[src/rtl/meter_display_driver_if.sv]
// rtl/meter_display_driver_if.sv - meter value in, display drive and conversion status out
interface meter_display_driver_if;
  logic [15:0] second_count;
  logic [3:0]  an;
  logic [6:0]  seg;
  logic [15:0] bcd_out;
  logic        conv_busy;

  modport master (
    output second_count,
    input  an, seg, bcd_out, conv_busy
  );

  modport slave (
    input  second_count,
    output an, seg, bcd_out, conv_busy
  );
endinterface

[src/rtl/meter_display_driver.sv]
// rtl/meter_display_driver.sv - binary-to-BCD converter feeding a blinking 4-digit 7-segment scanner
module meter_display_driver #(
  parameter int CLOCK_FREQ   = 100000000,
  parameter int DIGIT_PERIOD = 100000
) (
  input  logic                   clk,
  input  logic                   rst_n,
  meter_display_driver_if.slave  bus
);

  localparam logic [31:0] BLINK_LAST = 32'(2 * CLOCK_FREQ - 1);
  localparam logic [31:0] FREQ       = 32'(CLOCK_FREQ);
  localparam logic [31:0] HALF_FREQ  = 32'(CLOCK_FREQ / 2);
  localparam logic [31:0] SCAN_LAST  = 32'(DIGIT_PERIOD - 1);

  typedef enum logic [1:0] {IDLE, SHIFT, DONE} state_t;

  state_t      r_state;
  state_t      w_state_nxt;
  logic [31:0] r_shift;
  logic [3:0]  r_bitcnt;
  logic [15:0] r_bcd;
  logic [31:0] w_adj;
  logic [15:0] w_sat;

  logic [31:0] r_blink;
  logic [31:0] r_scan_div;
  logic [1:0]  r_digit;
  logic [3:0]  r_an;
  logic [6:0]  r_seg;
  logic [31:0] w_blink_mod;
  logic        w_en;
  logic [3:0]  w_nibble;
  logic [6:0]  w_seg_code;

  assign w_sat = (bus.second_count > 16'd9999) ? 16'd9999 : bus.second_count;

  always_ff @(posedge clk) begin
    if (!rst_n) r_state <= IDLE;
    else        r_state <= w_state_nxt;
  end

  always_comb begin
    w_state_nxt = r_state;
    case (r_state)
      IDLE:    w_state_nxt = SHIFT;
      SHIFT:   if (r_bitcnt == 4'd15) w_state_nxt = DONE;
      DONE:    w_state_nxt = IDLE;
      default: w_state_nxt = IDLE;
    endcase
  end

  // Double-dabble: correct BCD nibbles in the upper half, then shift the whole word.
  always_comb begin
    w_adj = r_shift;
    for (int i = 0; i < 4; i++) begin
      if (r_shift[16 + 4*i +: 4] >= 4'd5)
        w_adj[16 + 4*i +: 4] = r_shift[16 + 4*i +: 4] + 4'd3;
    end
  end

  always_ff @(posedge clk) begin
    if (!rst_n) begin
      r_shift  <= '0;
      r_bitcnt <= '0;
      r_bcd    <= '0;
    end else begin
      case (r_state)
        IDLE: begin
          r_shift  <= {16'd0, w_sat};
          r_bitcnt <= '0;
        end
        SHIFT: begin
          r_shift  <= w_adj << 1;
          r_bitcnt <= r_bitcnt + 4'd1;
        end
        DONE:    r_bcd <= r_shift[31:16];
        default: ;
      endcase
    end
  end

  always_ff @(posedge clk) begin
    if (!rst_n) begin
      r_blink    <= '0;
      r_scan_div <= '0;
      r_digit    <= '0;
    end else begin
      r_blink <= (r_blink == BLINK_LAST) ? 32'd0 : r_blink + 32'd1;
      if (r_scan_div == SCAN_LAST) begin
        r_scan_div <= '0;
        r_digit    <= r_digit + 2'd1;
      end else begin
        r_scan_div <= r_scan_div + 32'd1;
      end
    end
  end

  // Enable policy: >=200 steady, 1..199 slow blink, 0 fast blink.
  always_comb begin
    w_blink_mod = (r_blink >= FREQ) ? r_blink - FREQ : r_blink;
    if (r_bcd[15:12] != 4'd0 || r_bcd[11:8] >= 4'd2)
      w_en = 1'b1;
    else if (r_bcd != 16'd0)
      w_en = (r_blink < FREQ);
    else
      w_en = (w_blink_mod < HALF_FREQ);
  end

  always_comb begin
    w_nibble = r_bcd[4*r_digit +: 4];
    case (w_nibble)
      4'd0:    w_seg_code = 7'b1000000;
      4'd1:    w_seg_code = 7'b1111001;
      4'd2:    w_seg_code = 7'b0100100;
      4'd3:    w_seg_code = 7'b0110000;
      4'd4:    w_seg_code = 7'b0011001;
      4'd5:    w_seg_code = 7'b0010010;
      4'd6:    w_seg_code = 7'b0000010;
      4'd7:    w_seg_code = 7'b1111000;
      4'd8:    w_seg_code = 7'b0000000;
      4'd9:    w_seg_code = 7'b0010000;
      default: w_seg_code = 7'b1111111;
    endcase
  end

  always_ff @(posedge clk) begin
    if (!rst_n) begin
      r_an  <= 4'b1111;
      r_seg <= 7'b1111111;
    end else if (w_en) begin
      r_an  <= ~(4'b0001 << r_digit);
      r_seg <= w_seg_code;
    end else begin
      r_an  <= 4'b1111;
      r_seg <= 7'b1111111;
    end
  end

  assign bus.an        = r_an;
  assign bus.seg       = r_seg;
  assign bus.bcd_out   = r_bcd;
  assign bus.conv_busy = (r_state != IDLE);

endmodule

[src/flat_wrapper.sv]
// flat-port wrapper written by rule: the top's interface ports become plain ports
module meter_display_driver_flat 
#(
  parameter int CLOCK_FREQ   = 100000000,
  parameter int DIGIT_PERIOD = 100000
)
  (clk, rst_n, bus_second_count, bus_an, bus_seg, bus_bcd_out, bus_conv_busy);
  meter_display_driver_if bus_i ();
  input  logic clk;
  input  logic rst_n;
  input wire logic [$bits(bus_i.second_count)-1:0] bus_second_count;
  output wire logic [$bits(bus_i.an)-1:0] bus_an;
  output wire logic [$bits(bus_i.seg)-1:0] bus_seg;
  output wire logic [$bits(bus_i.bcd_out)-1:0] bus_bcd_out;
  output wire logic [$bits(bus_i.conv_busy)-1:0] bus_conv_busy;
  assign bus_i.second_count = bus_second_count;
  assign bus_an = bus_i.an;
  assign bus_seg = bus_i.seg;
  assign bus_bcd_out = bus_i.bcd_out;
  assign bus_conv_busy = bus_i.conv_busy;
  meter_display_driver #(.CLOCK_FREQ(CLOCK_FREQ), .DIGIT_PERIOD(DIGIT_PERIOD)) u_core (.clk(clk), .rst_n(rst_n), .bus(bus_i));
endmodule
[config.mk]
export PLATFORM = sky130hd
export DESIGN_NAME = meter_display_driver_flat
export DESIGN_NICKNAME = d
export VERILOG_FILES = /design/src/rtl/meter_display_driver_if.sv /design/src/rtl/meter_display_driver.sv /design/src/flat_wrapper.sv
export SDC_FILE = /design/constraint.sdc
export NUM_CORES = 1
export LEC_CHECK = 0
export ABC_AREA = 1
export BUFFER_PORTS_ARGS = -buffer_cell sky130_fd_sc_hd__buf_2
export CORE_ASPECT_RATIO = 1.2
export CORE_MARGIN = 10
export CORE_UTILIZATION = 55
export CTS_CLUSTER_DIAMETER = 50
export CTS_CLUSTER_SIZE = 10
export DETAILED_ROUTE_END_ITERATION = 7
export PLACE_DENSITY = 0.81
export SYNTH_ARGS = -nofsm -noshare
export SYNTH_HDL_FRONTEND = slang
export SYNTH_SLANG_ARGS = --single-unit
[constraint.sdc]
create_clock -name clk -period 4.1 [get_ports clk]
set_input_delay 0.205 -clock clk [delete_from_list [all_inputs] [get_ports clk]]
set_output_delay 0.205 -clock clk [all_outputs]
set_load 0.02 [all_outputs]
Yosys cells after proc, flatten, opt, wreduce, memory -nomap -nowiden

Memories as Yosys holds them, arrays and structs flattened. A register that Yosys moved wholly into a read port is not among the register bits.
Cells that the tools add are included.

Output and inout port bits: 28
Logic and storage cells: 59
Memory bits (read-only): 112
Bits in registers: 124
Input bits: 18
Memories kept: 1

Bitwise logic cells: 2
Eq/ne operators: 6
Add/sub/neg operators: 9
Muxes and demuxes: 12
Order comparisons: 9
Reductions and logical operators: 10
Shift-type cells: 2

Memory list:

| name            | words | bits a word | rd ports | clocked after memory_dff | write ports | line                        | source |
|---|---|---|---|---|---|---|---|
| (no name shown) | 16    | 7           | 1        | 1                        | 0           | meter_display_driver.sv:112 | `case (w_nibble)` |

Operators by type and width:

| cell                   | number |
|---|---|
| $add 32x1->32 const B  | 2 |
| $pmux 32 s2            | 1 |
| $eq 32x17->1 const B   | 1 |
| $eq 32x28->1 const B   | 1 |
| $ge 32x27->1 const B   | 1 |
| $lt 32x26->1 const B   | 1 |
| $lt 32x27->1 const B   | 1 |
| $mux 32                | 1 |
| $sub 32x27->32 const B | 1 |
| $ge 4x3->1 const B     | 4 |
| $gt 16x14->1 const B   | 1 |
| $mux 16                | 1 |
| $reduce_bool 16->1     | 1 |
| $shiftx 16x5->4        | 1 |
| $add 4x2->4 const B    | 3 |
| $mux 4                 | 3 |
| $pmux 4 s2             | 1 |
| $add 4x1->4 const B    | 1 |
| $eq 4x4->1 const B     | 1 |
| $ge 4x2->1 const B     | 1 |
| $not 4->4              | 1 |
| $pmux 2 s2             | 1 |
| $reduce_bool 2->1      | 2 |
| $reduce_bool 4->1      | 1 |
| other kinds (15)       | 17 |

Logic depth before layout (Yosys ltp)

Depth after elaboration: 7
Mapped depth: 21
Mapped depth without buffers: 19

Worst setup path before layout

No wires, ideal clock.

Kind: register to register
Start: reg u_core.r_blink[8]
End: reg u_core.r_an[2] (netlist: u_core.bus.an[2])
Stages on the path, launching flop included: 19
Required time: 3.959 ns
Setup slack: 1.896 ns
Library setup time: 0.141 ns
Data arrival time: 2.062 ns
Buffers on the path: 2
Period minus slack after synthesis: 2.204 ns
Cell sequence: dfxtp_1 > inv_1 > ha_1 > nand3_1 > nand2_1 > inv_1 > nand3_2 > nand3_4 > buf_8 > nand3_1 > nand2_1 > nand2_1 > a21oi_2 > nand2_1 > nor2_1 > nand2_1 > nand2_2 > buf_6 > nand3_2

Word-level cells in the longest chain between the ends: 6
Elaborated cells on any way between the ends: 8
Those cells by class: 1 x add/sub; 3 x order compare; 3 x mux; 1 x reduce/logical

Ends and longest elaborated chain:

| element                                               | line                        | source |
|---|---|---|
| start: declaration                                    | meter_display_driver.sv:26  | `logic [31:0] r_blink;` |
| start signal: assignment                              | meter_display_driver.sv:89  | `r_blink <= (r_blink == BLINK_LAST) ? 32'd0 : r_blink + 32'd1;` |
| $sub 32x27->32 / $ge 32x27->1 (equally long branches) | meter_display_driver.sv:101 | `w_blink_mod = (r_blink >= FREQ) ? r_blink - FREQ : r_blink;` |
| $mux 32                                               | meter_display_driver.sv:101 |  |
| $lt 32x26->1                                          | meter_display_driver.sv:107 | `w_en = (w_blink_mod < HALF_FREQ);` |
| $mux 1 (*)                                            | meter_display_driver.sv:104 | `else if (r_bcd != 16'd0)` |
| $mux 1 (*)                                            | meter_display_driver.sv:102 | `if (r_bcd[15:12] != 4'd0 \|\| r_bcd[11:8] >= 4'd2)` |
| $reduce_and 2->1 (no line) (*)                        | --                          |  |
| end signal: assignment                                | meter_display_driver.sv:132 | `r_an <= ~(4'b0001 << r_digit);` |
| end: declaration                                      | meter_display_driver.sv:29  | `logic [3:0] r_an;` |

Every way passes the cells marked *; elsewhere a longest branch is shown, timed or not.
A chain may end at the register's enable or synchronous reset.

Final worst setup path

Start: reg u_core.r_scan_div[0]
End: reg u_core.r_scan_div[22]

Word-level cells in the longest chain between the ends: 2
Elaborated cells on any way between the ends: 3
Those cells by class: 1 x add/sub; 1 x eq/ne; 1 x reduce/logical

Ends and longest elaborated chain:

| element                                               | line                       | source |
|---|---|---|
| start: declaration                                    | meter_display_driver.sv:27 | `logic [31:0] r_scan_div;` |
| start signal: assignment                              | meter_display_driver.sv:94 | `r_scan_div <= r_scan_div + 32'd1;` |
| branches (longest 2 deep; another with $add 32x1->32) | --                         |  |

Several ways; the timed one is not identified.

==> flow_summary.json <==
{
  "reg2reg_depth": 9,
  "path_max_fanout": 32,
  "ir_drop_mv": 0.355,
  "synth.most_common_cell": "nand2_1",
  "finalMaxSlewViolations": 0,
  "nets": 1176,
  "worst_slew_pin_slew_ps": 1060,
  "worstPathArrival_ps": 3030,
  "die_area_um2": 18500,
  "initial_utilization": 0.560,
  "fmax_mhz": 367,
  "hp-start": "bus_second_count[4]",
  "vias": 7245,
  "antenna_found_initial": 0,
  "synthArstFlopShare": 0,
  "antenna_cells": 0,
  "io-pin-count": 46,
  "syn_avg_cell_area_um2": 6.77,
  "first_pass_iters": 7,
  "critPathKind": "reg -> reg",
  "clock-sinks": 131,
  "drc_errors": 0,
  "reg2reg_from": "u_core.r_scan_div[0]",
  "synthCells": 1094,
  "worstReg2RegEnd": "u_core.r_scan_div[22]",
  "dieHeight_um": 147,
  "grt_usage": 0.194,
  "yosys-top-cells-area": "dfxtp_1, nand2_1, nor2_1, inv_1, nand3_1",
  "gp_congestion": 0.994,
  "ys_seq_area_frac": 0.354,
  "dp_hpwl_um": 13300,
  "grt_max_degree": 33,
  "grt_pass1_wl_um": 30800,
  "syn_area_um2": 7410,
  "yosys-top-cells-count": "nand2_1, nor2_1, inv_1",
  "placed_cell_area_um2": 7740,
  "clkSlewWorstSetupHoldPaths_ps": 60,
  "fin_crit_sh": 0.664,
  "finalSetupTns_ps": 0,
  "viasPerCell": 5.51,
  "crit_path_start_kind": "flop",
  "die_w_um": 126,
  "worstPathRequired_ps": 4410,
  "wire_per_inst_um": 13.6,
  "period_needed_ps": 2720,
  "portBuffers": 45,
  "final_layout_size_suffix_gt1_frac": 0.103,
  "hold_slack_ps": 74.9,
  "synth_fp_nets": 1136,
  "hold_path.class": "in -> reg",
  "hold_violations": 0,
  "slew_headroom": 0.291,
  "r2r_slack_ps": 1380,
  "synth_edf_count": 0,
  "yosysTopAreaCellShare": 0.354,
  "skew_ps": 8.12,
  "root_buffer": "clkbuf_16",
  "cts_tree": "done",
  "htreeDepth": 4,
  "clk_latency_ps": 430,
  "syn_to_final_growth_pct": 12.6,
  "fp.coreArea_um2": 13200,
  "yosys.area.top_type": "dfxtp_1",
  "cap_violations": 0,
  "ys_ff_latch": 131,
  "ant_nets": 0,
  "grt_pass1_vias": 6938,
  "hold_depth": 3,
  "rsz0062_at_grt": "false",
  "fp-row-count": 46,
  "synth_ff_type": "dfxtp_1",
  "p_leak_nw": 3.29,
  "design_area_um2": 8340,
  "gr-total-overflow": 0,
  "status": "finished clean",
  "holdPathEnd": "u_core.r_shift[4]",
  "totalWireLength_um": 17900,
  "setup_viol": 0,
  "p_per_area_nw_per_um2": 347,
  "post-cts-setup-buffers": 0,
  "cts_buffers": 17,
  "drt-initial-drc-count": 649,
  "end_kind": "flop",
  "ys_types": 50,
  "ys_warn_count": 0,
  "clk_path_buf_depth": 2
}
[cell usage in the layout (no fill, tap or decap), types with 6 or more instances in the layout]
cell,n
nand2_1,222
nor2_1,163
inv_1,152
dfxtp_1,131
nand3_1,63
buf_2,45
o21ai_0,43
a21oi_1,40
nor3_1,31
nand4_1,26
xor2_1,25
ha_1,24
nor4_1,23
clkbuf_16,17
a211oi_1,16
a31oi_1,13
nand3_2,11
nor3b_1,10
o22ai_1,10
o32ai_1,6
inv_6,6
[kinds of logic after synthesis]
group           after synthesis  synth area share
compound gates              152             0.125
xor+xnor                     28            0.0331
fa+ha+maj                    24            0.0405
buf+inv                     189             0.101
flops                       131             0.354
simple gates                570             0.346
[through the flow]
stage / power (mW) / setup slack, ps / std cells / utilization
floorplan: 1.39 / 1900 / 1094 / -
global placement: 1.42 / 1400 / 1282 / 0.585
detailed placement: 1.43 / 1320 / 1282 / 0.585
CTS: 2.92 / 1300 / 1315 / 0.630
global route: 2.99 / 978 / 1315 / 0.630
finish: 2.90 / 1380 / 1315 / 0.630
[worst max-delay path: stages, from the launching register on]
cell	delay, ps
dfxtp_1	360
ha_1	190
nand3_1	130
inv_1	130
nand4_1	80
nor4_1	500
inv_1	150
nand2_1	800
a31o_2	210
a21oi_1	40
[cell type report]
cell class,count,area [um2]
Fill cell,1182,4900
Multi-Input combinational cell,774,4050
Sequential cell,131,2620
Inverter,159,597
Clock buffer,17,425
Timing Repair Buffer,51,273
Tap cell,168,210
Clock inverter,15,160
[worst max path at each step]
stage | from | end
after detailed placement | u_core.r_scan_div[0] | u_core.r_scan_div[22]
after floorplan | u_core.r_blink[8] | u_core.bus.an[2]
after CTS | u_core.r_scan_div[0] | u_core.r_scan_div[22]
after global routing | u_core.r_scan_div[0] | u_core.r_scan_div[11]
after global placement | u_core.r_scan_div[0] | u_core.r_scan_div[22]
final | u_core.r_scan_div[0] | u_core.r_scan_div[22]
[layer usage]
metal	global-route usage	wire, um
met4	0.0924	602
met5	0	0
met1	0.214	7540
met3	0.0436	898
met2	0.343	8880
[report_power, final]
group / internal [mW] / total [mW] / switching, mW
logic: 0.0331 / 0.0950 / 0.0619
registers: 1.29 / 1.30 / 0.0105
clock network: 0.862 / 1.50 / 0.636
total: 2.19 / 2.90 / 0.709
[sequential cells by signal, summed over array words and instances (netlist names), 4 cells and up]
| signal | flops |
|---|---|
| u_core.r_shift | 32 |
| u_core.r_blink | 32 |
| u_core.r_bitcnt | 4 |
| u_core.r_scan_div | 32 |
| u_core.bus.an | 4 |
| u_core.bus.seg | 7 |
| u_core.bus.bcd_out | 16 |
[repair_timing]
item,CTS,global route
endpoints found under the hold margin,1,0
resized for setup,0,0
setup endpoints to repair,0,0
hold buffers,1,0
No activity file was read; power rests on OpenSTA's default activity.
